`src/rtl/fpu_issue_ctrl_pkg.sv`:
```
// Shared constants and helpers for the FPU issue/retire controller.
// fflags bit order is {NV,DZ,OF,UF,NX}, NV at bit 4 down to NX at bit 0.
package fpu_issue_ctrl_pkg;

    localparam int DEF_NUM_WARPS = 4;
    localparam int DEF_NW_BITS   = 2;
    localparam int FFLAGS_W      = 5;

    // A clear and a same-cycle accrual keep the newly accrued flags.
    function automatic logic [FFLAGS_W-1:0] fflags_next(
        input logic [FFLAGS_W-1:0] cur,
        input logic                clr,
        input logic                acc_en,
        input logic [FFLAGS_W-1:0] acc
    );
        logic [FFLAGS_W-1:0] base;
        base = clr ? {FFLAGS_W{1'b0}} : cur;
        return base | (acc_en ? acc : {FFLAGS_W{1'b0}});
    endfunction

endpackage

```
`src/rtl/fpu_issue_ctrl_chk.sv`:
```
// Protocol checker: a result must never return for a tag that is already free.
module fpu_issue_ctrl_chk (
    input logic clk,
    input logic reset,
    input logic retire_fire,
    input logic release_free
);

    a_retire_busy_tag: assert property (@(posedge clk) disable iff (reset)
        retire_fire |-> !release_free);

endmodule

```
`src/rtl/fpu_tag_table.sv`:
```
// Tag allocator: free mask, lowest-free priority encoder and per-tag
// writeback metadata with one alloc write port and one async read port.
module fpu_tag_table
    import fpu_issue_ctrl_pkg::*;
#(
    parameter int TAGW    = 2,
    parameter int NW_BITS = DEF_NW_BITS
) (
    input  logic               clk,
    input  logic               reset,
    input  logic               alloc_en,
    input  logic [NW_BITS-1:0] alloc_wid,
    input  logic [4:0]         alloc_rd,
    input  logic               alloc_wb,
    input  logic               release_en,
    input  logic [TAGW-1:0]    release_tag,
    output logic [TAGW-1:0]    alloc_tag,
    output logic               full,
    output logic [NW_BITS-1:0] read_wid,
    output logic [4:0]         read_rd,
    output logic               read_wb,
    output logic               release_free
);

    localparam int DEPTH = 1 << TAGW;

    logic [DEPTH-1:0]   free_r;
    logic [NW_BITS-1:0] wid_r [DEPTH];
    logic [4:0]         rd_r  [DEPTH];
    logic [DEPTH-1:0]   wb_r;

    // Lowest-index free tag; scanning downward lets the lowest index win.
    always_comb begin
        alloc_tag = {TAGW{1'b0}};
        for (int i = DEPTH - 1; i >= 0; i--) begin
            alloc_tag = free_r[i] ? TAGW'(i) : alloc_tag;
        end
    end

    assign full         = ~|free_r;
    assign read_wid     = wid_r[release_tag];
    assign read_rd      = rd_r[release_tag];
    assign read_wb      = wb_r[release_tag];
    assign release_free = free_r[release_tag];

    // Free mask: the released tag only becomes visible to the encoder next cycle.
    always_ff @(posedge clk) begin
        if (reset) begin
            free_r <= {DEPTH{1'b1}};
        end else begin
            if (alloc_en) begin
                free_r[alloc_tag] <= 1'b0;
            end
            if (release_en) begin
                free_r[release_tag] <= 1'b1;
            end
        end
    end

    // Metadata store; contents are meaningless while a tag is free, so no reset.
    always_ff @(posedge clk) begin
        if (alloc_en) begin
            wid_r[alloc_tag] <= alloc_wid;
            rd_r[alloc_tag]  <= alloc_rd;
            wb_r[alloc_tag]  <= alloc_wb;
        end
    end

endmodule

```
`src/rtl/fpu_issue_ctrl.sv`:
```
// Issue/retire controller in front of the FPU wrapper: tag allocation,
// per-warp in-flight counters and per-warp sticky fflags.
module fpu_issue_ctrl
    import fpu_issue_ctrl_pkg::*;
#(
    parameter int TAGW      = 2,
    parameter int NUM_WARPS = DEF_NUM_WARPS,
    parameter int NW_BITS   = DEF_NW_BITS
) (
    input  logic                   clk,
    input  logic                   reset,
    input  logic                   req_valid,
    output logic                   req_ready,
    input  logic [NW_BITS-1:0]     req_wid,
    input  logic [4:0]             req_rd,
    input  logic                   req_wb,
    output logic                   fpu_valid_in,
    input  logic                   fpu_ready_in,
    output logic [TAGW-1:0]        fpu_tag_in,
    input  logic                   fpu_valid_out,
    output logic                   fpu_ready_out,
    input  logic [TAGW-1:0]        fpu_tag_out,
    input  logic                   fpu_has_fflags,
    input  logic [4:0]             fpu_fflags,
    output logic                   rsp_valid,
    input  logic                   rsp_ready,
    output logic [NW_BITS-1:0]     rsp_wid,
    output logic [4:0]             rsp_rd,
    output logic                   rsp_wb,
    input  logic                   csr_clear_valid,
    input  logic [NW_BITS-1:0]     csr_clear_wid,
    output logic [NUM_WARPS*5-1:0] fflags,
    output logic [NUM_WARPS-1:0]   pending
);

    logic                 full_s;
    logic [TAGW-1:0]      alloc_tag_s;
    logic                 issue_fire_s;
    logic                 retire_fire_s;
    logic                 release_free_s;
    logic [NUM_WARPS-1:0] inc_s;
    logic [NUM_WARPS-1:0] dec_s;
    logic [TAGW:0]        cnt_r     [NUM_WARPS];
    logic [TAGW:0]        cnt_nxt_s [NUM_WARPS];
    logic [4:0]           ff_r      [NUM_WARPS];
    logic [4:0]           ff_nxt_s  [NUM_WARPS];

    assign fpu_valid_in  = req_valid & ~full_s;
    assign req_ready     = fpu_ready_in & ~full_s;
    assign fpu_tag_in    = alloc_tag_s;
    assign issue_fire_s  = req_valid & req_ready;
    assign rsp_valid     = fpu_valid_out;
    assign fpu_ready_out = rsp_ready;
    assign retire_fire_s = fpu_valid_out & rsp_ready;

    fpu_tag_table #(
        .TAGW    (TAGW),
        .NW_BITS (NW_BITS)
    ) u_tag_table (
        .clk          (clk),
        .reset        (reset),
        .alloc_en     (issue_fire_s),
        .alloc_wid    (req_wid),
        .alloc_rd     (req_rd),
        .alloc_wb     (req_wb),
        .release_en   (retire_fire_s),
        .release_tag  (fpu_tag_out),
        .alloc_tag    (alloc_tag_s),
        .full         (full_s),
        .read_wid     (rsp_wid),
        .read_rd      (rsp_rd),
        .read_wb      (rsp_wb),
        .release_free (release_free_s)
    );

    fpu_issue_ctrl_chk u_chk (
        .clk          (clk),
        .reset        (reset),
        .retire_fire  (retire_fire_s),
        .release_free (release_free_s)
    );

    // Per-warp issue/retire strobes.
    always_comb begin
        inc_s = {NUM_WARPS{1'b0}};
        dec_s = {NUM_WARPS{1'b0}};
        for (int w = 0; w < NUM_WARPS; w++) begin
            inc_s[w] = issue_fire_s  && (req_wid == NW_BITS'(w));
            dec_s[w] = retire_fire_s && (rsp_wid == NW_BITS'(w));
        end
    end

    // Next in-flight count and sticky flags per warp.
    always_comb begin
        for (int w = 0; w < NUM_WARPS; w++) begin
            cnt_nxt_s[w] = cnt_r[w];
            case ({inc_s[w], dec_s[w]})
                2'b10:   cnt_nxt_s[w] = cnt_r[w] + {{TAGW{1'b0}}, 1'b1};
                2'b01:   cnt_nxt_s[w] = cnt_r[w] - {{TAGW{1'b0}}, 1'b1};
                default: cnt_nxt_s[w] = cnt_r[w];
            endcase
            ff_nxt_s[w] = fflags_next(ff_r[w],
                                      csr_clear_valid && (csr_clear_wid == NW_BITS'(w)),
                                      dec_s[w] && fpu_has_fflags,
                                      fpu_fflags);
        end
    end

    // Per-warp state registers.
    always_ff @(posedge clk) begin
        if (reset) begin
            for (int w = 0; w < NUM_WARPS; w++) begin
                cnt_r[w] <= {(TAGW + 1){1'b0}};
                ff_r[w]  <= 5'b00000;
            end
        end else begin
            for (int w = 0; w < NUM_WARPS; w++) begin
                cnt_r[w] <= cnt_nxt_s[w];
                ff_r[w]  <= ff_nxt_s[w];
            end
        end
    end

    // Flatten per-warp state onto the status outputs.
    always_comb begin
        fflags  = {(NUM_WARPS * 5){1'b0}};
        pending = {NUM_WARPS{1'b0}};
        for (int w = 0; w < NUM_WARPS; w++) begin
            fflags[5*w +: 5] = ff_r[w];
            pending[w]       = (cnt_r[w] != {(TAGW + 1){1'b0}});
        end
    end

endmodule
```
`config.mk`:
```
export PLATFORM = sky130hd
export DESIGN_NAME = fpu_issue_ctrl
export DESIGN_NICKNAME = d
export VERILOG_FILES = /design/src/rtl/fpu_issue_ctrl_pkg.sv /design/src/rtl/fpu_issue_ctrl_chk.sv /design/src/rtl/fpu_tag_table.sv /design/src/rtl/fpu_issue_ctrl.sv
export SDC_FILE = /design/constraint.sdc
export NUM_CORES = 1
export LEC_CHECK = 0
export ABC_AREA = 1
export BUFFER_PORTS_ARGS = -buffer_cell sky130_fd_sc_hd__buf_4
export CORE_MARGIN = 2
export CORE_UTILIZATION = 35
export DETAILED_ROUTE_END_ITERATION = 10
export PLACE_DENSITY = 0.54
export SETUP_SLACK_MARGIN = 0.2
export SYNTH_ARGS = -nofsm -noshare
export SYNTH_HDL_FRONTEND = slang
export SYNTH_SLANG_ARGS = --single-unit
```
`constraint.sdc`:
```
create_clock -name clk -period 3.3 [get_ports clk]
set_input_delay 0.33 -clock clk [delete_from_list [all_inputs] [get_ports clk]]
set_output_delay 0.33 -clock clk [all_outputs]
set_load 0.02 [all_outputs]
```
==> out/results.txt <==
Outcome -> completed
Lkg Pwr -> 1.54 nW
Total track usage -> 15.4%
Die W -> 96.3 um
Syn Inst Count -> 312
DRT Pass-1 Iters -> 4
Crit path kind -> flip-flop to flip-flop
Post-Route WL -> 6.43 mm
Via count -> 2358
Ys flop type -> dfxtp_1
Syn avg cell area -> 9.55 um^2
Worst-Skew Late Latency -> 0.33 ns
Htree depth -> 3
ANT cells -> 0
Drt drc -> 0
I/O pin count -> 63
Area Overhead vs Synth -> 23.2%
Die area -> 9270 um^2
Netlist cell types -> 27
Filler cells -> 824
WP data arrival -> 2.61 ns
Adder-Cell Fraction of Synth Area -> 4.37%
Final period utilization -> 72.4%
Die Y -> 96.3 um
Via density -> 4.87
Post_cts resized -> 0
Synth area leaders -> edfxtp_1, dfxtp_1, nand2_1
Final setup viols -> 0
Commonest cells in the synthesized netlist -> nand2_1, a21oi_1, dfxtp_1
Core area -> 8220 um^2
Setup crit start kind -> flip-flop
Top cell type's share of synthesized area -> 32.2%
Clock skew -> 0.00734 ns
Antenna Violating Nets Remaining -> 0
Min-delay worst type -> primary input to flip-flop
Clock Sink Count -> 68
Total power -> 1.69 mW
GRT overflow -> 0
Syn_nets -> 345
P per Cell Area -> 460 nW/um^2
IO buf count -> 62
Simple-gate share of the synthesized area -> 20.4%
Post-Syn Area -> 2980 um^2
Final setup TNS -> 0 ns
Global-route wire length before repair -> 10.8 mm
Initial core utilization -> 36.3%
Fraction of registers with async set/reset -> 0%
Gpl congestion -> 0.781
1st-iter DRT viols -> 110
Root Driver -> clkbuf_8
Final min period -> 2.39 ns
Final Net Count -> 407
CP endpoint kind -> flip-flop
Top-count cell post-synth -> nand2_1
Postcts setup bufs -> 0
Maximum clock frequency -> 0.419 GHz
Vias in the first global route -> 2235
Slew Limit Fails -> 0
Area of the multi-input gates -> 1100 um^2
CTS Buffer Depth -> 2
Yosys warnings -> 0
HPWL after detailed placement -> 4.72 mm
Worst-margin pin slew -> 0.765 ns
Peak supply drop -> 181 uV
Fin. Hold Viols -> 0
Initial antenna violation count -> 0
Largest family of logic cells by synthesized area -> simple AND/OR/NAND/NOR gates
Max-cap violation count -> 0
CTS tree -> built
Worst endpoint required time -> 3.52 ns
Layout cells sized above 1 -> 24.3%
CTS Hold Bufs -> 0
Number of cell rows -> 33
Clk pin slew, worst setup/hold paths -> 0.07 ns
RSZ-0062 raised after global routing -> false
Register bit total from synthesis -> 68
Crit-path max FO -> 11
Synth Area in XOR/XNOR -> 0%
Synth Area in Compound Gates -> 12.1%
Largest net degree at the start of global routing -> 26
Wire per inst -> 13.3 um
Post-synth EDFFs -> 32
Post-synthesis mux area share -> 0%
Cell accounting for the most synthesized area -> edfxtp_1
Slew margin rel. -> 48.8%
Register area share after synthesis -> 56.4%
Reg area -> 1680 um^2
CTS Buf Count -> 9
==> state kept, by name, indices dropped and copies added (netlist names) <==
| register | count |
|---|---|
| u_tag_table.wid_r | 8 |
| ff_r | 20 |
| u_tag_table.wb_r | 4 |
| cnt_r | 12 |
| u_tag_table.free_r | 4 |
| u_tag_table.rd_r | 20 |
==> worst max-delay path, stage by stage, from the launching register on <==
cell and delay, ns:
edfxtp_1 0.39, nand2_1 0.08, nand2_1 0.05, nand2_1 0.05, nand2_1 0.08, nor2_2 0.37
inv_2 0.08, nor2_1 0.11, ha_1 0.15, inv_1 0.07, fa_1 0.38, a21oi_1 0.15
o21ai_0 0.11, o21ai_0 0.15, a21oi_1 0.05
==> cell usage in the layout, fill, tap and decap left out, types with 3 or more instances in the layout <==
cell type,Yosys,final
a21oi_1,38,38
a22oi_1,8,8
buf_4,5,64
clkbuf_8,0,9
clkinv_2,0,3
dfxtp_1,36,36
edfxtp_1,32,32
fa_1,4,4
ha_1,4,4
inv_1,25,25
inv_2,4,4
nand2_1,55,55
nand3_1,19,19
nand4_1,20,20
nor2_1,23,23
o21a_1,3,3
o21ai_0,16,16
==> routing by layer <==
layer	share of wire, %	GRT usage, %	vias to the layer above
li1	-	-	1211
met1	48	21.2	1074
met2	44	23.6	67
met3	6.8	4.39	6
met4	0.92	4.29	0
met5	0	0	-
==> area by class of cell <==
cell class | instances | share of cell area [%]
clock buffers | 11 | 3.68
well taps | 105 | 3.58
repair buffers | 64 | 13.1
clock inverters | 5 | 0.784
flip-flops and latches | 68 | 45.8
multi-input cells | 201 | 29.9
inverters | 30 | 3.14
==> cell families (layout without fill, tap and decap cells) <==
logic type / count (synthesis) / after routing
flip-flops: 68 / 68
buffers and inverters: 43 / 110
adder cells (fa/ha/maj): 8 / 8
AO/OA/AOI/OAI: 66 / 66
AND/OR/NAND/NOR: 127 / 127
==> through the flow <==
| step | std cells | utilization [%] | hold slack [ns] | setup WS, ns | instance area (um^2) |
|---|---|---|---|---|---|
| finish | 484 | 44.7 | 0.194 | 0.912 | 3670 |
| CTS | 484 | 44.7 | 0.178 | 0.899 | 3670 |
| floorplan | 312 | - | 0.422 | 0.987 | 2980 |
| detailed placement | 468 | 42.7 | 0.442 | 0.717 | 3510 |
| global route | 484 | 44.7 | 0.176 | 0.728 | 3670 |
| global placement | 468 | 42.7 | 0.443 | 0.762 | 3510 |
==> path summary, 6_finish.rpt <==
path	startpoint	end	slack (ns)	cells after the start
setup / recovery	u_tag_table.wid_r[0][0]	cnt_r[0][2]	0.91	14
hold / removal	req_rd[2]	u_tag_table.rd_r[0][2]	0.19	1
hold reg to reg	cnt_r[1][2]	cnt_r[1][2]	0.45	1
setup reg to reg	u_tag_table.wid_r[0][0]	cnt_r[0][2]	0.91	14
==> where the power goes <==
part / internal [mW] / switching, mW
registers: 0.900 / 0.0109
logic: 0.0769 / 0.126
clock network: 0.278 / 0.298
Power figures use the tool's default switching activity.
